$ cat src/rtl/valet_pkg.sv
// Shared types and constants for the valet tip emitter: event classes, FSM states,
// tip amounts and the retrieval-time classifier.
package valet_pkg;

    typedef enum logic [1:0] {
        TIP_NONE    = 2'b00,
        TIP_REWARD  = 2'b01,
        TIP_PENALTY = 2'b10,
        TIP_BONUS   = 2'b11
    } tip_event_t;

    typedef enum logic [1:0] {
        ST_IDLE     = 2'b00,
        ST_TIMING   = 2'b01,
        ST_CLASSIFY = 2'b10,
        ST_EMIT     = 2'b11
    } valet_state_t;

    localparam logic signed [15:0] TIP_BONUS_AMT   = 16'sd25;
    localparam logic signed [15:0] TIP_REWARD_AMT  = 16'sd10;
    localparam logic signed [15:0] TIP_PENALTY_AMT = -16'sd10;

    typedef struct packed {
        tip_event_t         kind;
        logic signed [15:0] delta;
    } tip_result_t;

    // Earlier thresholds win: a time that is both <= bonus and >= slow is a bonus.
    function automatic tip_result_t classify_tip(
        input logic [31:0] t,
        input logic [31:0] bonus_cycles,
        input logic [31:0] fast_cycles,
        input logic [31:0] slow_cycles
    );
        tip_result_t r;
        r.kind  = TIP_NONE;
        r.delta = 16'sd0;
        if (t <= bonus_cycles) begin
            r.kind  = TIP_BONUS;
            r.delta = TIP_BONUS_AMT;
        end else if (t <= fast_cycles) begin
            r.kind  = TIP_REWARD;
            r.delta = TIP_REWARD_AMT;
        end else if (t >= slow_cycles) begin
            r.kind  = TIP_PENALTY;
            r.delta = TIP_PENALTY_AMT;
        end else begin
            r.kind  = TIP_NONE;
            r.delta = 16'sd0;
        end
        return r;
    endfunction

endpackage

$ cat src/rtl/retrieval_timer.sv
// Saturating 32-bit cycle counter with synchronous clear and count enable.
module retrieval_timer (
    input  logic        clk,
    input  logic        rst,
    input  logic        clr,
    input  logic        en,
    output logic [31:0] count
);

    logic [31:0] count_r;

    // Counter register: clear has priority, then count until all-ones and stick.
    always_ff @(posedge clk or posedge rst) begin
        if (rst) begin
            count_r <= 32'd0;
        end else if (clr) begin
            count_r <= 32'd0;
        end else if (en && (count_r != 32'hFFFF_FFFF)) begin
            count_r <= count_r + 32'd1;
        end else begin
            count_r <= count_r;
        end
    end

    assign count = count_r;

endmodule

$ cat src/rtl/valet_tip_emitter.sv
// Measures valet retrieval time and emits one classified tip event per retrieval
// over a valid/ready handshake. Define VALET_TIP_STATS_EN to enable evt_count.
module valet_tip_emitter
    import valet_pkg::*;
#(
    parameter logic [31:0] BONUS_CYCLES = 32'd50,
    parameter logic [31:0] FAST_CYCLES  = 32'd100,
    parameter logic [31:0] SLOW_CYCLES  = 32'd400
) (
    input  logic               clk,
    input  logic               rst,
    input  logic               req_start,
    input  logic               req_done,
    input  logic               req_abort,
    output logic               evt_valid,
    input  logic               evt_ready,
    output logic signed [15:0] tip_delta_out,
    output tip_event_t         tip_event_type_out,
    output logic [31:0]        retrieval_time_out,
    output logic               busy,
    output logic [7:0]         dropped_cnt,
    output logic [15:0]        evt_count
);

    valet_state_t       state_r;
    valet_state_t       state_s;
    logic               timer_clr_s;
    logic               timer_en_s;
    logic [31:0]        time_s;
    logic               handshake_s;
    tip_result_t        cls_s;

    logic               abort_r;
    logic               evt_valid_r;
    logic signed [15:0] tip_delta_r;
    tip_event_t         tip_type_r;
    logic [31:0]        time_r;
    logic               busy_r;
    logic [7:0]         dropped_r;

    retrieval_timer u_timer (
        .clk   (clk),
        .rst   (rst),
        .clr   (timer_clr_s),
        .en    (timer_en_s),
        .count (time_s)
    );

    assign handshake_s = evt_valid_r && evt_ready;
    assign cls_s       = classify_tip(time_r, BONUS_CYCLES, FAST_CYCLES, SLOW_CYCLES);

    // State register.
    always_ff @(posedge clk or posedge rst) begin
        if (rst) begin
            state_r <= ST_IDLE;
        end else begin
            state_r <= state_s;
        end
    end

    // Next-state and timer control; the timer also counts on the done/abort edge.
    always_comb begin
        state_s     = state_r;
        timer_clr_s = 1'b0;
        timer_en_s  = 1'b0;
        case (state_r)
            ST_IDLE: begin
                if (req_start) begin
                    state_s     = ST_TIMING;
                    timer_clr_s = 1'b1;
                end else begin
                    state_s = ST_IDLE;
                end
            end
            ST_TIMING: begin
                timer_en_s = 1'b1;
                if (req_done || req_abort) begin
                    state_s = ST_CLASSIFY;
                end else begin
                    state_s = ST_TIMING;
                end
            end
            ST_CLASSIFY: state_s = ST_EMIT;
            ST_EMIT: begin
                if (handshake_s) begin
                    state_s = ST_IDLE;
                end else begin
                    state_s = ST_EMIT;
                end
            end
            default: state_s = ST_IDLE;
        endcase
    end

    // Event payload: latch abort at end of timing, classify the captured time, hold until accepted.
    always_ff @(posedge clk or posedge rst) begin
        if (rst) begin
            abort_r     <= 1'b0;
            evt_valid_r <= 1'b0;
            tip_delta_r <= 16'sd0;
            tip_type_r  <= TIP_NONE;
            time_r      <= 32'd0;
        end else begin
            case (state_r)
                ST_TIMING: begin
                    abort_r <= req_abort && !req_done;
                    time_r  <= 32'd0;
                end
                ST_CLASSIFY: begin
                    evt_valid_r <= 1'b1;
                    time_r      <= time_s;
                    if (abort_r) begin
                        tip_type_r  <= TIP_NONE;
                        tip_delta_r <= 16'sd0;
                    end else begin
                        tip_type_r  <= classify_tip(time_s, BONUS_CYCLES, FAST_CYCLES, SLOW_CYCLES).kind;
                        tip_delta_r <= classify_tip(time_s, BONUS_CYCLES, FAST_CYCLES, SLOW_CYCLES).delta;
                    end
                end
                ST_EMIT: begin
                    if (handshake_s) begin
                        evt_valid_r <= 1'b0;
                        tip_delta_r <= 16'sd0;
                        tip_type_r  <= TIP_NONE;
                        time_r      <= 32'd0;
                    end else begin
                        evt_valid_r <= evt_valid_r;
                    end
                end
                default: begin
                    evt_valid_r <= 1'b0;
                    tip_delta_r <= 16'sd0;
                    tip_type_r  <= TIP_NONE;
                    time_r      <= 32'd0;
                end
            endcase
        end
    end

    // Registered busy flag and saturating count of start pulses seen outside IDLE.
    always_ff @(posedge clk or posedge rst) begin
        if (rst) begin
            busy_r    <= 1'b0;
            dropped_r <= 8'd0;
        end else begin
            busy_r <= (state_s != ST_IDLE);
            if (req_start && (state_r != ST_IDLE) && (dropped_r != 8'hFF)) begin
                dropped_r <= dropped_r + 8'd1;
            end else begin
                dropped_r <= dropped_r;
            end
        end
    end

`ifdef VALET_TIP_STATS_EN
    logic [15:0] evt_count_r;

    // Saturating count of accepted events.
    always_ff @(posedge clk or posedge rst) begin
        if (rst) begin
            evt_count_r <= 16'd0;
        end else if (handshake_s && (evt_count_r != 16'hFFFF)) begin
            evt_count_r <= evt_count_r + 16'd1;
        end else begin
            evt_count_r <= evt_count_r;
        end
    end

    assign evt_count = evt_count_r;
`else
    assign evt_count = 16'd0;
`endif

    assign evt_valid          = evt_valid_r;
    assign tip_delta_out      = tip_delta_r;
    assign tip_event_type_out = tip_type_r;
    assign retrieval_time_out = time_r;
    assign busy               = busy_r;
    assign dropped_cnt        = dropped_r;

endmodule

$ cat config.mk
export PLATFORM = sky130hd
export DESIGN_NAME = valet_tip_emitter
export DESIGN_NICKNAME = d
export VERILOG_FILES = /design/src/rtl/valet_pkg.sv /design/src/rtl/retrieval_timer.sv /design/src/rtl/valet_tip_emitter.sv
export SDC_FILE = /design/constraint.sdc
export NUM_CORES = 1
export LEC_CHECK = 0
export ABC_AREA = 1
export CAP_MARGIN = 20
export CORE_UTILIZATION = 46
export CTS_CLUSTER_DIAMETER = 100
export DETAILED_ROUTE_END_ITERATION = 16
export PLACE_DENSITY = 0.74
export SLEW_MARGIN = 0
export SYNTH_ARGS = -nofsm -noshare
export SYNTH_HDL_FRONTEND = slang
export SYNTH_SLANG_ARGS = --single-unit
$ cat constraint.sdc
create_clock -name clk -period 2.5 [get_ports clk]
set_clock_uncertainty 0.15 [all_clocks]
set_input_delay 0.5 -clock clk [delete_from_list [all_inputs] [get_ports clk]]
set_output_delay 0.5 -clock clk [all_outputs]
set_load 0.005 [all_outputs]
==> results of run 1 <==
[worst min-delay path, cell delays in order, from the launching register on]
cell,delay (ns)
dfrtp_1,0.35
nand2_1,0.05
o21ai_0,0.05
[cell usage after synthesis (6+ instances only)]
master,instances,share of area (%)
nor2_1,80,6.5
dfrtp_1,82,45
inv_1,46,3.7
clkbuf_1,6,0.49
nand3_1,39,4.2
o21ai_1,7,0.76
o21ai_0,35,3.8
nand4_1,23,3.1
nand2_1,213,17
nand2_2,6,0.81
xor2_1,10,1.9
buf_4,31,5.1
[area by class of cell]
| type | count | area (sq um) |
|---|---|---|
| clock buffer | 12 | 165 |
| sequential | 82 | 2050 |
| fill | 928 | 4230 |
| tap | 133 | 166 |
| clock inverter | 4 | 72.6 |
| multi-input combinational | 460 | 2120 |
| timing repair buffer | 73 | 731 |
| inverter | 49 | 189 |
[per-layer routing]
| layer | track usage (%) | routed length (um) |
|---|---|---|
| met4 | 7.14 | 155 |
| met3 | 5.20 | 715 |
| met5 | 0 | 0 |
| met2 | 38.5 | 5420 |
| met1 | 32.6 | 5490 |
[power breakdown]
| part | switching, uW | internal [uW] | total [uW] |
|---|---|---|---|
| Combinational | 912 | 542 | 1450 |
| Sequential | 184 | 1510 | 1690 |
| Clock | 482 | 643 | 1120 |
[logic make-up (layout without fill, tap and decap cells)]
logic type               count (synthesis)  after routing
XOR/XNOR                                15             15
buffers and inverters                   93            138
other                                    1             16
AO/OA/AOI/OAI                           48             48
flip-flops                              82             82
adder cells (fa/ha/maj)                  4              4
AND/OR/NAND/NOR                        377            377
[flip-flops by register name, summed over array words and instances, names as in the netlist]
name	count
retrieval_time_out	32
busy	1
abort_r	1
dropped_cnt	8
tip_delta_out	5
state_r	2
u_timer.count	32
evt_valid	1
[metrics by stage]
stage / hold slack [ns] / power, uW / cells / utilization, %
floorplan: 0.300 / 2630 / 635 / -
global placement: 0.317 / 3090 / 796 / 53.9
detailed placement: 0.319 / 3170 / 797 / 54.1
CTS: 0.339 / 4290 / 813 / 56.5
global route: 0.354 / 4520 / 813 / 56.5
finish: 0.336 / 4270 / 813 / 56.5
[how the worst max path moves through the flow]
| stage | end | slack (ns) | from | depth (start not counted) |
|---|---|---|---|---|
| 3_5_place_dp | u_timer.count[7] | 0.27 | req_start | 7 |
| 6_report | u_timer.count[31] | 0.32 | u_timer.count[0] | 11 |
| 5_1_grt | u_timer.count[16] | 0.11 | u_timer.count[0] | 11 |
| 4_1_cts | u_timer.count[31] | 0.30 | u_timer.count[0] | 11 |
| 2_1_floorplan | u_timer.count[3] | 0.73 | u_timer.count[0] | 11 |
| 3_3_place_gp | u_timer.count[29] | 0.16 | u_timer.count[0] | 8 |
==> results.yml, run 1 <==
cells_and_area:
  stdcell_area_sq_mm: 0.00550
  most-common-layout-cells: "nand2_1, dfrtp_1, nor2_1, clkdlybuf4s50_1, inv_1"
  n_antenna_cell: 0
  drive_above_1_share_pct: 6.62
  final_nets: 685
  areaGrowthSynthToFinish_pct: 19.4
  final_common_cell: "nand2_1"
worst_setup_path:
  worstPathArrival_ns: 2.29
  reg2regPathDepth: 11
  critPathMaxStageDelay_ns: 0.44
  cpLargestDelayFamily: "simple AND/OR/NAND/NOR gates"
  cp_num_buf_inv: 2
  path_class: "reg -> reg"
  cp.required_ns: 2.61
  worstReg2RegStart: "u_timer.count[0]"
  cp_slowest_cell: "dfrtp_1"
  timing.rr.end: "u_timer.count[31]"
  crit_fanout: 22
  critPathLaunchType: "flop"
  r2r_setup_slack_ns: 0.32
  end_kind: "flop"
  crit_chain: "ha_1 > inv_2 > nor2_4 > nand2_4 > nor2_8 > nand2_4 > nand2_2 > nand2_2 > clkinv_2 > nand2_1 > nand2_1"
yosys:
  synth.distinct_cells: 31
  synth_compound_area_share_pct: 5.73
  syn_area_sq_mm: 0.00461
  yosys_warnings: 0
  synthXorXnorAreaFrac_pct: 2.85
  ys_seq_elements: 82
  synthSimpleGateAreaFrac_pct: 35.1
  syn_inst: 620
  synth_mux_area_share_pct: 0
  ys_seq_area_share_pct: 44.5
  synth_edf_count: 0
  synth-main-ff-cell: "dfrtp_1"
  avgSynthCellArea_sq_um: 7.43
  synth_top_family_by_area: "simple AND/OR/NAND/NOR gates"
  async_flop_share_pct: 100
  yosys.area_share.adder_pct: 1.09
clock_network:
  root_buffer: "clkbuf_8"
  numCtsBuffers: 9
  cts_tree: "done"
  clockBufferDepth: 2
  hold_buffers: 0
  clk_pin_slew_worst_paths_ns: 0.08
  clkLatencyLatePin_ns: 0.37
  htree_levels: 3
  cts-resized-gates: 0
  clkSinkCount: 82
  post_cts_buffers: 0
placed_design:
  gp_congestion: 0.915
  hpwl_um: 8680
  post-place-ws_ns: 0.267
  place_area_sq_mm: 0.00526
  port_buffers: 65
global_routing:
  grt_pass1_vias: 3804
  antenna_found_initial: 0
  grt_usage_pct: 24.0
  grt_pass1_wl_um: 18900
  grt-ovfl-total: 0
  grt_max_degree: 83
timing:
  fin_crit_ns: 2.18
  drv_slew: 0
  setup_viol: 0
  worst_pin_slew_ns: 0.648
  final.period_utilization_pct: 87.2
  fmax_ghz: 0.458
  max-slew-margin-rel_pct: 56.8
  grt_setup_unrepaired: "no"
  finalHoldViolCount: 0
  worst_slack_ns: 0.319
  fin_tns_setup_ns: 0
worst_hold_path:
  hp-start: "retrieval_time_out[21]"
  hold_path_depth: 2
  hold_class: "reg -> reg"
  hold_end: "retrieval_time_out[21]"
floorplanning:
  die_w_um: 102
  die_h_um: 102
  core_sq_mm: 0.00973
  rows: 36
  io-pin-count: 82
  die-area_sq_mm: 0.0104
  start_util_pct: 47.4
route:
  num_vias: 4194
  routed_wl_um: 11800
  wl_per_cell_um: 14.5
  drc_errors: 0
  drtAntennaViolNets: 0
  dr.pass1.iters: 5
  drtIter0Drc: 218
  viasPerCell: 5.16
power_and_ir_drop:
  powerDensity_mw_per_mm2: 776
  ir_drop_v: 0.000385
  p_leak_uw: 0.00261
run_status:
  status: "finished, final reports clean"
flow_run:
  maxCapViolCount: 0
Note: power is estimated with default switching activity, not from simulation.
==> inputs of run 2 (changes only) <==
CORE_MARGIN = 2   (was unset)
==> run 2 against run 1 <==
Count of clock-buffer cells in the layout fell by 2. Critical endpoint is now u_timer.count[5]. Register-to-register slack got worse by 0.04 ns. Worst setup slack got worse by 0.041 ns. Hold slack barely moved. Sequential share of layout area rose by 0.077 points.
==> results.yml, run 2 (synthesized netlist as in run 1, its figures left out) <==
worst_setup_path:
  critPathMaxStageDelay_ns: 0.56
  reg2regPathDepth: 9
  path_class: "reg -> reg"
  worstReg2RegStart: "u_timer.count[0]"
  end_kind: "flop"
  r2r_setup_slack_ns: 0.28
  cp_slowest_cell: "a21oi_2"
  crit_chain: "ha_1 > inv_2 > nor2_4 > nand2_4 > nor2_8 > a21oi_2 > buf_8 > nand3_1 > o21ai_1"
  cp.required_ns: 2.64
  critPathLaunchType: "flop"
  timing.rr.end: "u_timer.count[5]"
  worstPathArrival_ns: 2.36
  crit_fanout: 13
placed_design:
  port_buffers: 65
  post-place-ws_ns: 0.337
  hpwl_um: 8660
  gp_congestion: 0.942
floorplanning:
  die_w_um: 104
  start_util_pct: 47.4
  rows: 36
  die-area_sq_mm: 0.0108
  die_h_um: 104
  io-pin-count: 82
  core_sq_mm: 0.00973
cells_and_area:
  n_antenna_cell: 0
  final_nets: 686
  final_common_cell: "nand2_1"
  drive_above_1_share_pct: 6.61
  most-common-layout-cells: "nand2_1, dfrtp_1, nor2_1, clkdlybuf4s50_1, inv_1"
  areaGrowthSynthToFinish_pct: 19.1
route:
  drc_errors: 0
  drtIter0Drc: 278
  drtAntennaViolNets: 0
  dr.pass1.iters: 6
  wl_per_cell_um: 14.3
  viasPerCell: 5.17
  routed_wl_um: 11600
  num_vias: 4205
timing:
  fin_tns_setup_ns: 0
  fin_crit_ns: 2.22
  max-slew-margin-rel_pct: 52.2
  setup_viol: 0
  finalHoldViolCount: 0
  fmax_ghz: 0.450
  drv_slew: 0
  grt_setup_unrepaired: "no"
  final.period_utilization_pct: 88.9
  worst_slack_ns: 0.278
  worst_pin_slew_ns: 0.717
power_and_ir_drop:
  ir_drop_v: 0.000385
  p_leak_uw: 0.00259
  p_comb_share_pct: 34.7
  p_switching_uw: 1600
  switching_share_pct: 37.9
  internal-power_uw: 2630
  clock_power_share_pct: 25.2
  powerDensity_mw_per_mm2: 770
  p_seq_share_pct: 40.1
clock_network:
  hold_buffers: 0
  clkLatencyLatePin_ns: 0.36
  htree_levels: 3
  clockBufferDepth: 2
  clk_pin_slew_worst_paths_ns: 0.08
  cts-resized-gates: 0
  numCtsBuffers: 9
  cts_tree: "done"
  post_cts_buffers: 0
  root_buffer: "clkbuf_8"
  clkSinkCount: 82
global_routing:
  grt_usage_pct: 22.2
  grt_pass1_vias: 3947
  grt_pass1_wl_um: 19600
  grt-ovfl-total: 0
  antenna_found_initial: 0
  grt_max_degree: 83
worst_hold_path:
  hp-start: "retrieval_time_out[16]"
  hold_class: "reg -> reg"
  hold_end: "retrieval_time_out[16]"
  hold_path_depth: 2
run_status:
  status: "finished, final reports clean"
flow_run:
  maxCapViolCount: 0
run 2: changes by cell type in the layout (fill, tap and decap cells not counted):
cell	before	now
clkinv_4	0	1
buf_4	6	7
clkbuf_8	12	9
clkbuf_1	0	1
clkinvlp_4	2	4
clkinv_2	2	1
run 2: per-layer routing:
metal	vias up	global-route usage (%)	wire length (um)
met5	-	0	0
met2	133	35.5	5400
met1	2027	30.6	5380
li1	2032	-	-
met3	13	4.70	660
met4	0	6.18	178
run 2: critical path: cells and delay by family, from the launching register on:
kind / cells / cell delay [ns]
flops: 1 / 0.45
simple gates: 4 / 0.31
compound gates: 2 / 0.66
buf+inv: 2 / 0.32
fa+ha+maj: 1 / 0.26
run 2: worst max-delay path by stage:
stage,start,end,cells past startpoint
6_report,u_timer.count[0],u_timer.count[5],9
5_1_grt,u_timer.count[0],u_timer.count[5],9
4_1_cts,u_timer.count[0],u_timer.count[5],9
3_5_place_dp,u_timer.count[0],u_timer.count[5],9
3_3_place_gp,u_timer.count[0],u_timer.count[11],8
2_1_floorplan,u_timer.count[0],u_timer.count[3],11
run 2: final cells by class:
| cell class | instances | area (sq um) |
|---|---|---|
| clock inverters | 6 | 91.3 |
| flip-flops and latches | 82 | 2050 |
| well taps | 133 | 166 |
| clock buffers | 10 | 128 |
| inverters | 49 | 189 |
| multi-input cells | 460 | 2120 |
| fillers | 933 | 4240 |
| repair buffers | 74 | 738 |
run 2: power groups by stage:
stage	logic, uW	clock network [uW]	registers (uW)
floorplan	943	0	1690
global placement	1400	0	1710
detailed placement	1460	0	1720
CTS	1470	1080	1700
global route	1620	1130	1730
finish	1470	1060	1700
run 2: stage by stage:
step	area (sq um)	utilization, %	instances	power [uW]	hold WS, ns
global route	5490	56.4	814	4480	0.367
detailed placement	5270	54.2	798	3180	0.322
floorplan	4670	-	635	2630	0.300
finish	5490	56.4	814	4230	0.336
global placement	5260	54.0	797	3110	0.317
CTS	5490	56.4	814	4240	0.342
==> inputs of run 3 (changes only) <==
CORE_UTILIZATION = 48   (was 46)
PLACE_DENSITY = 0.77   (was 0.74)
==> run 3 against run 2 <==
Count of clock-buffer cells in the layout did not move. Register-to-register slack improved by 0.05 ns. Global-route usage increased by 1.5 points. Utilization increased by 2.3 points. Hold slack worse by 0.0047 ns. Wire length fell by 1.0%. Design area shrank 0.66%. Worst setup slack improved by 0.050 ns. Critical endpoint is now u_timer.count[15].
==> results.yml, run 3 (synthesized netlist as in run 1, its figures left out) <==
run_status:
  status: "finished, final reports clean"
power_and_ir_drop:
  ir_drop_v: 0.000392
  p_leak_uw: 0.00258
  powerDensity_mw_per_mm2: 745
route:
  drtIter0Drc: 248
  drc_errors: 0
  viasPerCell: 5.16
  dr.pass1.iters: 5
  routed_wl_um: 11500
  wl_per_cell_um: 14.2
  drtAntennaViolNets: 0
  num_vias: 4177
timing:
  max-slew-margin-rel_pct: 58.2
  fmax_ghz: 0.460
  final.period_utilization_pct: 86.9
  fin_crit_ns: 2.17
  fin_tns_setup_ns: 0
  drv_slew: 0
  grt_setup_unrepaired: "no"
  finalHoldViolCount: 0
  setup_viol: 0
  worst_pin_slew_ns: 0.626
  worst_hold_slack_ns: 0.331
clock_network:
  hold_buffers: 0
  clkLatencyLatePin_ns: 0.35
  post_cts_buffers: 0
  root_buffer: "clkbuf_8"
  clk_pin_slew_worst_paths_ns: 0.08
  numCtsBuffers: 9
  cts-resized-gates: 0
  clockBufferDepth: 2
  cts_tree: "done"
  clkSinkCount: 82
  htree_levels: 3
floorplanning:
  io-pin-count: 82
  die_h_um: 102
  rows: 35
  die-area_sq_mm: 0.0104
  start_util_pct: 49.6
  die_w_um: 102
  core_sq_mm: 0.00928
global_routing:
  grt_pass1_wl_um: 19100
  grt-ovfl-total: 0
  grt_usage_pct: 23.7
  grt_max_degree: 83
  grt_pass1_vias: 3923
  antenna_found_initial: 0
flow_run:
  maxCapViolCount: 0
cells_and_area:
  final_common_cell: "nand2_1"
  areaGrowthSynthToFinish_pct: 18.4
  final_nets: 686
  stdcell_area_sq_mm: 0.00545
  n_antenna_cell: 0
  most-common-layout-cells: "nand2_1, dfrtp_1, nor2_1, clkdlybuf4s50_1, inv_1"
  finish.utilization_pct: 58.7
  drive_above_1_share_pct: 6.75
placed_design:
  port_buffers: 65
  place_area_sq_mm: 0.00525
  hpwl_um: 8520
  gp_congestion: 0.895
worst_setup_path:
  path_class: "reg -> reg"
  end_kind: "flop"
  critPathLaunchType: "flop"
  crit_fanout: 22
  cp.required_ns: 2.58
  worstPathArrival_ns: 2.26
worst_hold_path:
  hold_class: "reg -> reg"
run 3: cell types whose count changed in the layout (fill, tap and decap cells not counted), sizes merged:
cell | before | now
bufinv | 2 | 0
inv | 46 | 48
clkinv | 3 | 4
clkinvlp | 4 | 3
run 3: area by class of cell:
type	instances	area, sq um
clock buffer	10	138
clock inverter	6	50.0
fill	853	3830
inverter	49	189
multi-input combinational	460	2120
sequential	82	2050
tap	129	161
timing repair buffer	74	738
run 3: worst max-delay path, cell delays in order (launching register included):
cell and delay, ns:
dfrtp_1 0.43, ha_1 0.23, inv_2 0.09, nor2_4 0.05, nand2_4 0.09, nor2_8 0.06
nand2_4 0.09, nand2_2 0.05, nand2_2 0.22, clkinv_2 0.37, nand2_1 0.16, nand2_1 0.06
run 3: worst paths after layout:
| kind | end | slack (ns) | startpoint | depth (start not counted) |
|---|---|---|---|---|
| min reg2reg | tip_delta_out[0] | 0.33 | tip_delta_out[0] | 2 |
| min in group asynchronous | dropped_cnt[0] | 0.45 | rst | 3 |
| max reg2reg | u_timer.count[15] | 0.33 | u_timer.count[1] | 11 |
| max | u_timer.count[15] | 0.33 | u_timer.count[1] | 11 |
| min | tip_delta_out[0] | 0.33 | tip_delta_out[0] | 2 |
| max in group asynchronous | u_timer.count[5] | 1.39 | rst | 3 |
run 3: metal layers:
| layer | up-vias | GRT usage, % | wire length, um |
|---|---|---|---|
| met2 | 192 | 37.2 | 5140 |
| met1 | 1935 | 33.7 | 5250 |
| li1 | 2031 | - | - |
| met4 | 0 | 8.92 | 278 |
| met5 | - | 0 | 0 |
| met3 | 19 | 3.15 | 837 |
run 3: power by group:
group / switching (uW) / internal [uW]
clock: 505 / 398
combinational: 924 / 551
sequential: 178 / 1510
run 3: stage by stage:
stage | cells | total power (uW) | worst slack, ns
floorplan | 635 | 2630 | 0.726
global route | 810 | 4350 | 0.171
finish | 810 | 4060 | 0.327
detailed placement | 793 | 3150 | 0.112
global placement | 793 | 3100 | 0.237
CTS | 809 | 4060 | 0.105
